$ cat src/rtl/text_console_ctrl_pkg.sv
// Shared constants, control codes and FSM state encoding for the text console
// write sequencer.
package text_console_ctrl_pkg;

    localparam int COLS  = 40;
    localparam int ROWS  = 15;
    localparam int CELLS = COLS * ROWS;

    localparam logic [5:0] LAST_COL  = 6'(COLS - 1);
    localparam logic [3:0] LAST_ROW  = 4'(ROWS - 1);
    localparam logic [9:0] LAST_CELL = 10'(CELLS - 1);

    localparam logic [6:0] BLANK = 7'h20;

    localparam logic [7:0] CH_LF = 8'h0A;
    localparam logic [7:0] CH_CR = 8'h0D;
    localparam logic [7:0] CH_BS = 8'h08;
    localparam logic [7:0] CH_FF = 8'h0C;

    typedef enum logic [1:0] {
        ST_IDLE    = 2'd0,
        ST_CLR_ROW = 2'd1,
        ST_CLR_SCR = 2'd2,
        ST_CLR_ALL = 2'd3
    } state_t;

    function automatic logic is_printable(input logic [7:0] b);
        return (b >= 8'h20) && (b <= 8'h7E);
    endfunction

endpackage

$ cat src/rtl/text_console_ctrl_if.sv
// Byte input handshake plus text-buffer write port of the console sequencer.
interface text_console_ctrl_if;

    logic        in_valid;
    logic [7:0]  in_data;
    logic        in_ready;
    logic        buffer_write_enable;
    logic [11:0] position;
    logic [6:0]  char_code;

    modport master (
        output in_valid, in_data,
        input  in_ready, buffer_write_enable, position, char_code
    );

    modport slave (
        input  in_valid, in_data,
        output in_ready, buffer_write_enable, position, char_code
    );

endinterface

$ cat src/rtl/text_pos_calc.sv
// Combinational (row, col) -> linear buffer address; row*40 built from shifts.
module text_pos_calc (
    input  logic [3:0]  row,
    input  logic [5:0]  col,
    output logic [11:0] position
);

    assign position = {3'b000, row, 5'b00000}
                    + {5'b00000, row, 3'b000}
                    + {6'b000000, col};

endmodule

$ cat src/rtl/text_console_ctrl.sv
// Text console write sequencer: cursor tracking, control-code handling and the
// power-up / row / full-screen clear sequences into the text buffer.
module text_console_ctrl
    import text_console_ctrl_pkg::*;
(
    input  logic                clk,
    input  logic                reset,
    text_console_ctrl_if.slave  bus,
    output logic [3:0]          cursor_row,
    output logic [5:0]          cursor_col,
    output logic                busy
);

    state_t      state, state_nx;
    logic [3:0]  row_nx;
    logic [5:0]  col_nx;
    logic [9:0]  cnt, cnt_nx;
    logic        we, we_nx;
    logic [11:0] pos, pos_nx;
    logic [6:0]  code, code_nx;

    logic [3:0]  calc_row;
    logic [5:0]  calc_col;
    logic [11:0] calc_pos;
    logic [3:0]  row_adv;

    assign bus.in_ready            = (state == ST_IDLE);
    assign busy                    = (state != ST_IDLE);
    assign bus.buffer_write_enable = we;
    assign bus.position            = pos;
    assign bus.char_code           = code;

    assign row_adv = (cursor_row == LAST_ROW) ? 4'd0 : cursor_row + 4'd1;

    // The single address calculator serves the char write, the BS target cell
    // and the row being cleared.
    always_comb begin
        calc_row = cursor_row;
        calc_col = cursor_col;
        if (state == ST_CLR_ROW)
            calc_col = cnt[5:0];
        else if (bus.in_data == CH_BS)
            calc_col = cursor_col - 6'd1;
    end

    text_pos_calc u_pos_calc (
        .row      (calc_row),
        .col      (calc_col),
        .position (calc_pos)
    );

    always_comb begin
        // NOTE: every target gets a default first so no path leaves a latch.
        state_nx = state;
        row_nx   = cursor_row;
        col_nx   = cursor_col;
        cnt_nx   = cnt;
        we_nx    = 1'b0;
        pos_nx   = pos;
        code_nx  = code;

        case (state)
            ST_IDLE: begin
                if (bus.in_valid) begin
                    if (is_printable(bus.in_data)) begin
                        we_nx   = 1'b1;
                        pos_nx  = calc_pos;
                        code_nx = bus.in_data[6:0];
                        if (cursor_col == LAST_COL) begin
                            col_nx   = 6'd0;
                            row_nx   = row_adv;
                            cnt_nx   = 10'd0;
                            state_nx = ST_CLR_ROW;
                        end else begin
                            col_nx = cursor_col + 6'd1;
                        end
                    end else begin
                        case (bus.in_data)
                            CH_LF: begin
                                col_nx   = 6'd0;
                                row_nx   = row_adv;
                                cnt_nx   = 10'd0;
                                state_nx = ST_CLR_ROW;
                            end
                            CH_CR: col_nx = 6'd0;
                            CH_BS: begin
                                if (cursor_col != 6'd0) begin
                                    col_nx  = cursor_col - 6'd1;
                                    we_nx   = 1'b1;
                                    pos_nx  = calc_pos;
                                    code_nx = BLANK;
                                end
                            end
                            CH_FF: begin
                                cnt_nx   = 10'd0;
                                state_nx = ST_CLR_SCR;
                            end
                            default: ;
                        endcase
                    end
                end
            end

            ST_CLR_ROW: begin
                we_nx   = 1'b1;
                pos_nx  = calc_pos;
                code_nx = BLANK;
                cnt_nx  = cnt + 10'd1;
                if (cnt == {4'b0000, LAST_COL}) begin
                    cnt_nx   = 10'd0;
                    state_nx = ST_IDLE;
                end
            end

            ST_CLR_SCR, ST_CLR_ALL: begin
                we_nx   = 1'b1;
                pos_nx  = {2'b00, cnt};
                code_nx = BLANK;
                cnt_nx  = cnt + 10'd1;
                if (cnt == LAST_CELL) begin
                    cnt_nx   = 10'd0;
                    state_nx = ST_IDLE;
                    // Only a form feed homes the cursor once the screen is blank.
                    if (state == ST_CLR_SCR) begin
                        row_nx = 4'd0;
                        col_nx = 6'd0;
                    end
                end
            end

            default: state_nx = ST_CLR_ALL;
        endcase
    end

    always_ff @(posedge clk) begin
        // NOTE: non-blocking assignments so every register samples pre-edge values.
        if (reset) begin
            state      <= ST_CLR_ALL;
            cursor_row <= 4'd0;
            cursor_col <= 6'd0;
            cnt        <= 10'd0;
            we         <= 1'b0;
            pos        <= 12'd0;
            code       <= 7'd0;
        end else begin
            state      <= state_nx;
            cursor_row <= row_nx;
            cursor_col <= col_nx;
            cnt        <= cnt_nx;
            we         <= we_nx;
            pos        <= pos_nx;
            code       <= code_nx;
        end
    end

endmodule
$ cat src/flat_wrapper.sv
// flat-port wrapper written by rule: the top's interface ports become plain ports
module text_console_ctrl_flat import text_console_ctrl_pkg::*;
  (clk, reset, cursor_row, cursor_col, busy, bus_in_valid, bus_in_data, bus_in_ready, bus_buffer_write_enable, bus_position, bus_char_code);
  text_console_ctrl_if bus_i ();
  input  logic clk;
  input  logic reset;
  output logic [3:0] cursor_row;
  output logic [5:0] cursor_col;
  output logic busy;
  input wire logic [$bits(bus_i.in_valid)-1:0] bus_in_valid;
  input wire logic [$bits(bus_i.in_data)-1:0] bus_in_data;
  output wire logic [$bits(bus_i.in_ready)-1:0] bus_in_ready;
  output wire logic [$bits(bus_i.buffer_write_enable)-1:0] bus_buffer_write_enable;
  output wire logic [$bits(bus_i.position)-1:0] bus_position;
  output wire logic [$bits(bus_i.char_code)-1:0] bus_char_code;
  assign bus_i.in_valid = bus_in_valid;
  assign bus_i.in_data = bus_in_data;
  assign bus_in_ready = bus_i.in_ready;
  assign bus_buffer_write_enable = bus_i.buffer_write_enable;
  assign bus_position = bus_i.position;
  assign bus_char_code = bus_i.char_code;
  text_console_ctrl u_core (.clk(clk), .reset(reset), .bus(bus_i), .cursor_row(cursor_row), .cursor_col(cursor_col), .busy(busy));
endmodule
$ cat config.mk
export PLATFORM = sky130hd
export DESIGN_NAME = text_console_ctrl_flat
export DESIGN_NICKNAME = d
export VERILOG_FILES = /design/src/rtl/text_console_ctrl_pkg.sv /design/src/rtl/text_console_ctrl_if.sv /design/src/rtl/text_pos_calc.sv /design/src/rtl/text_console_ctrl.sv /design/src/flat_wrapper.sv
export SDC_FILE = /design/constraint.sdc
export NUM_CORES = 1
export LEC_CHECK = 0
export BUFFER_PORTS_ARGS = -buffer_cell sky130_fd_sc_hd__buf_2
export CORE_UTILIZATION = 57
export CTS_CLUSTER_SIZE = 25
export DETAILED_ROUTE_END_ITERATION = 12
export PLACE_DENSITY = 0.92
export SLEW_MARGIN = 40
export SYNTH_ARGS = -nofsm -noshare
export SYNTH_HDL_FRONTEND = slang
export SYNTH_SLANG_ARGS = --single-unit
export TNS_END_PERCENT = 100
$ cat constraint.sdc
create_clock -name clk -period 3.1 [get_ports clk]
set_input_delay 0.31 -clock clk [delete_from_list [all_inputs] [get_ports clk]]
set_output_delay 0.31 -clock clk [all_outputs]
set_load 0.03 [all_outputs]
==> results.txt, run 1 <==
----------------------------------------------------
[Status]
  Status ... finished, final reports clean

[Timing]
  Fin Clk Skew ... 6.86 ps
  Final critical delay including setup and external delays ... 2820 ps
  Hold slack ... 302 ps
  Highest clock rate ... 0.354 GHz
  Setup repair after global routing missed its margin ... false
  Endpoints failing hold ... 0
  Accumulated negative setup slack ... 0 ps
  Count of pins over their slew limit ... 0
  Max-slew headroom at the worst pin ... 53.6%
  Tcrit/Tclk final ... 91.1%
  Tightest Pin Transition ... 694 ps
  Setup violation total in the final timing report ... 0

[Synthesis]
  Avg Synthesized Cell Area ... 8.04 sq um
  Cell types with the highest counts after synthesis ... sky130_fd_sc_hd__dfxtp_1 (41), sky130_fd_sc_hd__nand2_1 (34), sky130_fd_sc_hd__nor2_1 (27)
  Yosys top cell by area ... sky130_fd_sc_hd__dfxtp_1
  Number of enable-type register cells in the synthesized netlist ... 0
  Sequential element share of the synthesized area ... 31.0%
  Flop and latch count out of synthesis ... 41
  Most area-consuming cells after synthesis ... sky130_fd_sc_hd__dfxtp_1 (31%), sky130_fd_sc_hd__nand2_1 (4.8%), sky130_fd_sc_hd__a21oi_1 (4.7%), sky130_fd_sc_hd__ha_1 (4.7%), sky130_fd_sc_hd__nor2_1 (3.8%)
  Most frequently used flop master after synthesis ... sky130_fd_sc_hd__dfxtp_1
  Warnings, synthesis ... 0
  Cell with the most instances after synthesis ... sky130_fd_sc_hd__dfxtp_1
  Combined area of all synthesized cells ... 0.00264 sq mm
  Fraction of registers with async set or reset after synthesis ... 0%
  Cells after synthesis ... 329
  Number of distinct library cells after synthesis ... 63
  Synth Net Count ... 352
  Area share of the largest cell type after synthesis ... 31.0%

[Clocking]
  Count of buffers added by post-CTS timing repair for setup ... 0
  Clock network latency to the later pin of the worst-skew pair ... 300 ps
  Clock tree from TritonCTS ... done
  H-tree depth reported by CTS ... 2
  Clock Tree Buf Depth ... 2
  Hold-fix buffers, CTS ... 0
  CTS sink count ... 41
  Clock Tree Root ... sky130_fd_sc_hd__clkbuf_8
  Clock-pin transition on the worst setup and hold timing paths ... 80 ps
  Number of buffers inserted during clock tree synthesis ... 5

[Global route]
  Pin count of the biggest net entering global routing ... 31
  GRT Overall Usage ... 27.2%
  Total global routing overflow ... 0
  Via count of the first global-routing pass ... 2298
  First-pass GRT wire length ... 10700 um
  Number of antenna violations at the first check in global routing ... 0

[Floorplanning]
  Die Y ... 70.1 um
  Die Footprint ... 0.00491 sq mm
  Die outline width ... 70.1 um
  Std-Cell Core Area ... 0.00441 sq mm
  Initial Utilization ... 59.9%
  Number of top-level pins ... 43
  Site Rows ... 24

[Setup path]
  Critical Path Fanout Max ... 4
  Required time at the endpoint of the critical path ... 3330 ps
  Largest delay contributor family on the critical path ... compound AO/OA/AOI/OAI gates
  Setup CP Type ... flip-flop to flip-flop
  Data arrival time of the critical path ... 3050 ps
  Type of element launching the critical path ... flip-flop
  Reg-to-Reg End ... u_core.bus.position[8]$_SDFFE_PP0P_
  R2r worst-path depth ... 13
  Crit path buffers/inverters ... 1
  R2R Setup Slk ... 280 ps
  Launch instance of the worst register-to-register path ... u_core.cursor_col[0]$_SDFFE_PP0P_
  Cell with the largest stage delay on the worst path ... sky130_fd_sc_hd__dfxtp_1
  Type of destination of the critical path ... flip-flop
  Crit-path cells ... inv_1, ha_1, nor3b_2, nand2_1, xor2_1, o21ai_0, ha_1, a21o_1, a21oi_1, nor2_1, xor2_1, mux2i_1, a211oi_2
  Biggest cell delay along the critical path ... 310 ps

[Drt]
  First-pass detailed-route iteration total ... 5
  DR WL met2 ... 3060 um
  Final wirelength ... 6480 um
  DR WL/cell ... 15.5 um
  Detailed-route via count ... 2646
  Total DRC errors in the routed layout ... 0
  Initial detailed-routing violation count ... 276
  Total length of routed met3 wires ... 533 um
  Post-DRT Antenna Nets ... 0
  Highest routed metal layer ... met4
  Via density ... 6.33
  Met1 layer wirelength in the final routing ... 2770 um

[Pwr]
  Power density over the cells ... 376 mW/mm^2
  Leakage component of the power ... 0.00129 uW
  Peak VDD IR ... 0.194 mV

[Min path]
  Worst Hold Path Cells ... 3
  Beginning of the worst hold path ... bus_in_data[3]
  Terminating pin of the worst hold path ... u_core.bus.char_code[3]$_SDFFE_PP0P_
  Worst Hold Class ... input pin to flip-flop

[Placed design]
  Count of placed standard cells including taps ... 410
  Buffers added on ports ... 41
  Cell Area, Placed ... 0.00287 sq mm
  Final Wtd Congestion ... 0.914
  Placed wire-length estimate after detailed placement ... 4500 um

[Layout]
  Final nets ... 388
  Final standard cell utilization of the core ... 68.3%
  Sequential cell area ... 821 sq um
  Summed area of non-filler cells in the final layout ... 0.00301 sq mm
  Fill cell count ... 354
  Synth-to-layout area growth ... 14.0%
  Fraction of final layout cells sized beyond drive strength 1 ... 19.7%
  Combined area of the multi-input logic cells ... 0.00168 sq mm
  Ant. Diodes ... 0
  Final instance count without filler cells ... 418

[Job]
  Maximum capacitance violations ... 0

----------------------------------------------------
sequential cells by signal, indices dropped and copies added (netlist names):
name,cells
u_core.cursor_col,6
u_core.state,2
u_core.bus.buffer_write_enable,1
u_core.bus.char_code,7
u_core.cursor_row,4
u_core.bus.position,11
u_core.cnt,10
layer usage:
metal / vias up / GRT usage [%]
li1: 1268 / -
met1: 1220 / 35.5
met2: 146 / 44.3
met3: 12 / 5.34
met4: 0 / 10.4
met5: - / 0
worst reg2reg max path, stage by stage, from the launching register on:
cell and delay [ps]:
sky130_fd_sc_hd__dfxtp_1 310, sky130_fd_sc_hd__inv_1 110, sky130_fd_sc_hd__ha_1 260, sky130_fd_sc_hd__nor3b_2 300
sky130_fd_sc_hd__nand2_1 100, sky130_fd_sc_hd__xor2_1 150, sky130_fd_sc_hd__o21ai_0 300, sky130_fd_sc_hd__ha_1 300
sky130_fd_sc_hd__a21o_1 150, sky130_fd_sc_hd__a21oi_1 220, sky130_fd_sc_hd__nor2_1 90, sky130_fd_sc_hd__xor2_1 140
sky130_fd_sc_hd__mux2i_1 100, sky130_fd_sc_hd__a211oi_2 230
power by group:
group	internal, uW	switching [uW]	total, uW	leakage [uW]
sequential	533	7.05	540	0.000332
combinational	24.1	44.5	68.6	0.000892
clock	324	199	523	0.0000687
per-stage QoR:
stage / worst slack [ps] / total power (uW)
after floorplan: 234 / 595
after global placement: 268 / 617
after detailed placement: 155 / 619
after CTS: 170 / 1140
after global routing: 62.5 / 1170
final: 275 / 1130
layout by cell type (no fill, tap or decap), types with 6 or more instances in the layout:
| cell type | count |
|---|---|
| sky130_fd_sc_hd__nor2_1 | 27 |
| sky130_fd_sc_hd__or3_1 | 6 |
| sky130_fd_sc_hd__nand2b_1 | 6 |
| sky130_fd_sc_hd__xnor2_1 | 6 |
| sky130_fd_sc_hd__a21oi_1 | 25 |
| sky130_fd_sc_hd__buf_2 | 41 |
| sky130_fd_sc_hd__a311oi_1 | 7 |
| sky130_fd_sc_hd__nor3_1 | 11 |
| sky130_fd_sc_hd__inv_1 | 8 |
| sky130_fd_sc_hd__ha_1 | 10 |
| sky130_fd_sc_hd__o21ai_0 | 13 |
| sky130_fd_sc_hd__buf_4 | 9 |
| sky130_fd_sc_hd__a211oi_1 | 7 |
| sky130_fd_sc_hd__and3_1 | 6 |
| sky130_fd_sc_hd__nand2_1 | 34 |
| sky130_fd_sc_hd__nand3_1 | 18 |
| sky130_fd_sc_hd__dfxtp_1 | 41 |
kinds of logic after synthesis:
family / after synthesis / share of synthesized area (%)
muxes: 4 / 1.51
DFF: 41 / 31.0
other: 1 / 0.142
adders and majority gates: 12 / 6.25
buffers and inverters: 30 / 5.54
AOI/OAI and AO/OA: 90 / 23.4
and+or+nand+nor: 140 / 28.5
xor gates and xnor gates: 11 / 3.64
repair_timing:
action	4_1_cts	5_1_grt
hold endpoints to repair	0	0
endpoints found under the setup margin	0	2
resized for setup	0	1
worst max-delay path by stage:
stage	startpoint	endpoint	slack, ps	depth (start not counted)
floorplan	u_core.cursor_col[1]$_SDFFE_PP0P_	u_core.bus.position[8]$_SDFFE_PP0P_	230	14
global placement	bus_in_data[2]	u_core.bus.position[8]$_SDFFE_PP0P_	270	14
detailed placement	bus_in_data[2]	u_core.bus.position[8]$_SDFFE_PP0P_	160	14
CTS	u_core.cursor_col[0]$_SDFFE_PP0P_	u_core.bus.position[8]$_SDFFE_PP0P_	170	13
global route	u_core.cursor_col[0]$_SDFFE_PP0P_	u_core.bus.position[8]$_SDFFE_PP0P_	60	13
finish	u_core.cursor_col[0]$_SDFFE_PP0P_	u_core.bus.position[8]$_SDFFE_PP0P_	280	13
layout make-up:
cell class	instances	area share, %
tap	52	2.16
clock inverter	3	2.28
sequential	41	27.2
clock buffer	5	2.28
multi-input combinational	258	55.8
timing repair buffer	50	9.05
inverter	9	1.16
Note: power is estimated with default switching activity, not from simulation.
==> run 2, diff against run 1 <==
--- a/config.mk
+++ b/config.mk
@@ -5,11 +5,12 @@
 export SDC_FILE = /design/constraint.sdc
 export NUM_CORES = 1
 export LEC_CHECK = 0
+export ABC_AREA = 1
 export BUFFER_PORTS_ARGS = -buffer_cell sky130_fd_sc_hd__buf_2
-export CORE_UTILIZATION = 57
+export CORE_UTILIZATION = 58
 export CTS_CLUSTER_SIZE = 25
 export DETAILED_ROUTE_END_ITERATION = 12
-export PLACE_DENSITY = 0.92
+export PLACE_DENSITY = 0.93
 export SLEW_MARGIN = 40
 export SYNTH_ARGS = -nofsm -noshare
 export SYNTH_HDL_FRONTEND = slang
==> run 2 against run 1 <==
- clock power decreased by 16%
- via count increased by 19%
- non-clock buffer count decreased by 6
- total power decreased by 7.0%
- hold slack got worse by 3.5 ps
- wire length increased by 16%
- count of clock-buffer cells in the layout unchanged
- maximum frequency increased by 9.2%
- utilization decreased by 0.33 points
- clock skew increased by 3.1 ps
- sequential cell count unchanged
- sequential share of layout area decreased by 2.3 points
- critical endpoint is now u_core.bus.position[7]$_SDFFE_PP0P_
==> results.txt, run 2 <==
----------------------------------------------------
[Status]
  Status ... finished, final reports clean

[Global route]
  Pin count of the biggest net entering global routing ... 25
  Via count of the first global-routing pass ... 2698
  Number of antenna violations at the first check in global routing ... 0
  First-pass GRT wire length ... 12200 um
  Total global routing overflow ... 0
  GRT Overall Usage ... 28.9%

[Drt]
  Post-DRT Antenna Nets ... 0
  Final wirelength ... 7490 um
  Detailed-route via count ... 3149
  Total length of routed met3 wires ... 473 um
  Initial detailed-routing violation count ... 215
  Via density ... 5.48
  First-pass detailed-route iteration total ... 5
  Total DRC errors in the routed layout ... 0
  DR WL met2 ... 3540 um
  Highest routed metal layer ... met4
  Met1 layer wirelength in the final routing ... 3370 um
  DR WL/cell ... 13.0 um

[Floorplanning]
  Initial Utilization ... 61.5%
  Site Rows ... 25
  Number of top-level pins ... 43
  Die Y ... 73.7 um
  Die Footprint ... 0.00543 sq mm
  Die outline width ... 73.7 um
  Std-Cell Core Area ... 0.00485 sq mm

[Layout]
  Fraction of final layout cells sized beyond drive strength 1 ... 17.1%
  Most frequent standard cell in the layout excluding fill and tap cells ... sky130_fd_sc_hd__nand2_1
  Most frequent cells in the layout ... sky130_fd_sc_hd__nand2_1 (118), sky130_fd_sc_hd__nor2_1 (70), sky130_fd_sc_hd__nand3_1 (50), sky130_fd_sc_hd__buf_2 (41), sky130_fd_sc_hd__dfxtp_1 (41)
  Summed area of non-filler cells in the final layout ... 0.00329 sq mm
  Fill cell count ... 418
  Ant. Diodes ... 0
  Number of flip-flops under the largest register name ... 11
  Final nets ... 530
  Synth-to-layout area growth ... 10.4%

[Clocking]
  Clock network latency to the later pin of the worst-skew pair ... 300 ps
  Count of buffers added by post-CTS timing repair for setup ... 0
  Clock Tree Buf Depth ... 2
  CTS sink count ... 41
  Post-cts repair resize count ... 0
  Clock Tree Root ... sky130_fd_sc_hd__clkbuf_8
  Clock tree from TritonCTS ... done
  Clock-pin transition on the worst setup and hold timing paths ... 90 ps
  Number of buffers inserted during clock tree synthesis ... 5
  H-tree depth reported by CTS ... 2
  Hold-fix buffers, CTS ... 0

[Placed design]
  Cell Area, Placed ... 0.00318 sq mm
  Placed wire-length estimate after detailed placement ... 5570 um
  Buffers added on ports ... 41
  Final Wtd Congestion ... 0.908

[Synthesis]
  Most frequently used flop master after synthesis ... sky130_fd_sc_hd__dfxtp_1
  Number of enable-type register cells in the synthesized netlist ... 0
  Synth Net Count ... 496
  Sequential element share of the synthesized area ... 27.5%
  Cell types with the highest counts after synthesis ... sky130_fd_sc_hd__nand2_1 (118), sky130_fd_sc_hd__nor2_1 (70), sky130_fd_sc_hd__nand3_1 (50)
  Area share of the largest cell type after synthesis ... 27.5%
  Fraction of registers with async set or reset after synthesis ... 0%
  Avg Synthesized Cell Area ... 6.30 sq um
  Flop and latch count out of synthesis ... 41
  Number of distinct library cells after synthesis ... 38
  Yosys top cell by area ... sky130_fd_sc_hd__dfxtp_1
  Cell with the most instances after synthesis ... sky130_fd_sc_hd__nand2_1
  Most area-consuming cells after synthesis ... sky130_fd_sc_hd__dfxtp_1 (28%), sky130_fd_sc_hd__nand2_1 (15%), sky130_fd_sc_hd__nor2_1 (8.8%), sky130_fd_sc_hd__nand3_1 (8.4%), sky130_fd_sc_hd__inv_1 (4.8%)
  Cells after synthesis ... 473
  Combined area of all synthesized cells ... 0.00298 sq mm
  Warnings, synthesis ... 0

[Pwr]
  Leakage component of the power ... 0.00152 uW
  Switching part of the total ... 24.3%
  Int Pwr ... 796 uW
  Power density over the cells ... 320 mW/mm^2
  Portion of total power attributed to combinational logic ... 6.9%
  Portion of total power attributed to the clock network ... 41.7%
  Peak VDD IR ... 0.227 mV
  Net Switching ... 256 uW
  Sequential Power Share ... 51.3%

[Setup path]
  Critical Path Fanout Max ... 8
  Required time at the endpoint of the critical path ... 3290 ps
  Data arrival time of the critical path ... 2780 ps
  Setup CP Type ... flip-flop to flip-flop
  Launch instance of the worst register-to-register path ... u_core.state[0]$_SDFFE_PP1P_
  Type of element launching the critical path ... flip-flop
  Reg-to-Reg End ... u_core.bus.position[7]$_SDFFE_PP0P_
  R2R Setup Slk ... 510 ps
  Type of destination of the critical path ... flip-flop
  R2r worst-path depth ... 15

[Min path]
  Worst Hold Class ... input pin to flip-flop
  Beginning of the worst hold path ... bus_in_data[3]
  Terminating pin of the worst hold path ... u_core.bus.char_code[3]$_SDFFE_PP0P_
  Worst Hold Path Cells ... 3

[Job]
  Maximum capacitance violations ... 0

[Timing]
  Highest clock rate ... 0.386 GHz
  Tightest Pin Transition ... 514 ps
  Endpoints failing hold ... 0
  Fin Clk Skew ... 9.97 ps
  Final critical delay including setup and external delays ... 2590 ps
  Max-slew headroom at the worst pin ... 65.7%
  Setup violation total in the final timing report ... 0
  Tcrit/Tclk final ... 83.5%
  Accumulated negative setup slack ... 0 ps
  Count of pins over their slew limit ... 0
  Setup repair after global routing missed its margin ... false

----------------------------------------------------
## run 2: changes by cell type after synthesis, sizes merged, moves of 6 or more
cell,before,now
a211oi,9,0
o21ai,19,30
nand3,18,54
a311oi,7,0
clkbuf,11,5
nor3,11,4
or3,6,0
nand2b,7,0
nand4,3,13
inv,8,48
nand2,35,123
nor2,27,80
and3,6,0
## run 2: worst max path at each step
stage,start,endpoint,slack [ps],depth (start not counted)
floorplan,u_core.cursor_col[0]$_SDFFE_PP0P_,u_core.bus.position[7]$_SDFFE_PP0P_,590,17
global placement,bus_in_data[6],u_core.bus.position[7]$_SDFFE_PP0P_,510,17
detailed placement,bus_in_data[4],u_core.bus.position[7]$_SDFFE_PP0P_,450,17
CTS,u_core.state[0]$_SDFFE_PP1P_,u_core.bus.position[7]$_SDFFE_PP0P_,530,15
global route,u_core.cursor_col[0]$_SDFFE_PP0P_,u_core.bus.position[7]$_SDFFE_PP0P_,300,17
finish,u_core.state[0]$_SDFFE_PP1P_,u_core.bus.position[7]$_SDFFE_PP0P_,510,15
## run 2: metal layers
metal	vias up	track usage [%]
li1	1603	-
met1	1414	37.6
met2	123	49.5
met3	9	3.84
met4	0	8.55
met5	-	0
## run 2: power by group through the flow
stage	sequential (uW)	clock [uW]	combinational (uW)
6_report	540	439	72.9
5_1_grt	542	468	81.3
4_1_cts	540	444	71.9
3_5_place_dp	553	0	71.8
3_3_place_gp	552	0	69.3
2_1_floorplan	558	0	44.2
## run 2: layout make-up
type | count | area (sq um) | area share [%]
Timing Repair Buffer | 44 | 228 | 6.91
Tap cell | 67 | 83.8 | 2.55
Clock inverter | 3 | 46.3 | 1.41
Clock buffer | 5 | 68.8 | 2.09
Inverter | 49 | 186 | 5.66
Multi-Input combinational cell | 366 | 1860 | 56.5
Sequential cell | 41 | 821 | 24.9
## run 2: worst max-delay path, cell delays in order (launching register included)
cell,delay [ps]
sky130_fd_sc_hd__dfxtp_1,540
sky130_fd_sc_hd__inv_1,130
sky130_fd_sc_hd__nor2_2,330
sky130_fd_sc_hd__inv_2,110
sky130_fd_sc_hd__nor2_1,100
sky130_fd_sc_hd__a31oi_1,50
sky130_fd_sc_hd__ha_1,220
sky130_fd_sc_hd__fa_1,410
sky130_fd_sc_hd__nand2_1,80
sky130_fd_sc_hd__nand2_1,70
sky130_fd_sc_hd__nand2_1,60
sky130_fd_sc_hd__nand2_1,50
sky130_fd_sc_hd__nand3_1,80
sky130_fd_sc_hd__nand2_1,50
sky130_fd_sc_hd__o21ai_0,150
sky130_fd_sc_hd__nor2_1,50
## run 2: cell families after synthesis
| logic type | Yosys count | share of synthesized area [%] |
|---|---|---|
| simple gates | 278 | 41.7 |
| compound gates | 66 | 12.3 |
| buf+inv | 66 | 10.1 |
| flops | 41 | 27.5 |
| fa+ha+maj | 12 | 5.54 |
| xor+xnor | 9 | 2.64 |
| other cells | 1 | 0.126 |
## run 2: metrics by stage
stage / setup WS (ps) / util [%] / total power [uW] / instances / hold WS (ps)
after floorplan: 591 / - / 602 / 473 / 379
after global placement: 515 / 65.5 / 622 / 567 / 424
after detailed placement: 448 / 65.5 / 624 / 567 / 426
after CTS: 526 / 67.9 / 1060 / 575 / 299
after global routing: 299 / 67.9 / 1090 / 575 / 340
final: 513 / 67.9 / 1050 / 575 / 298
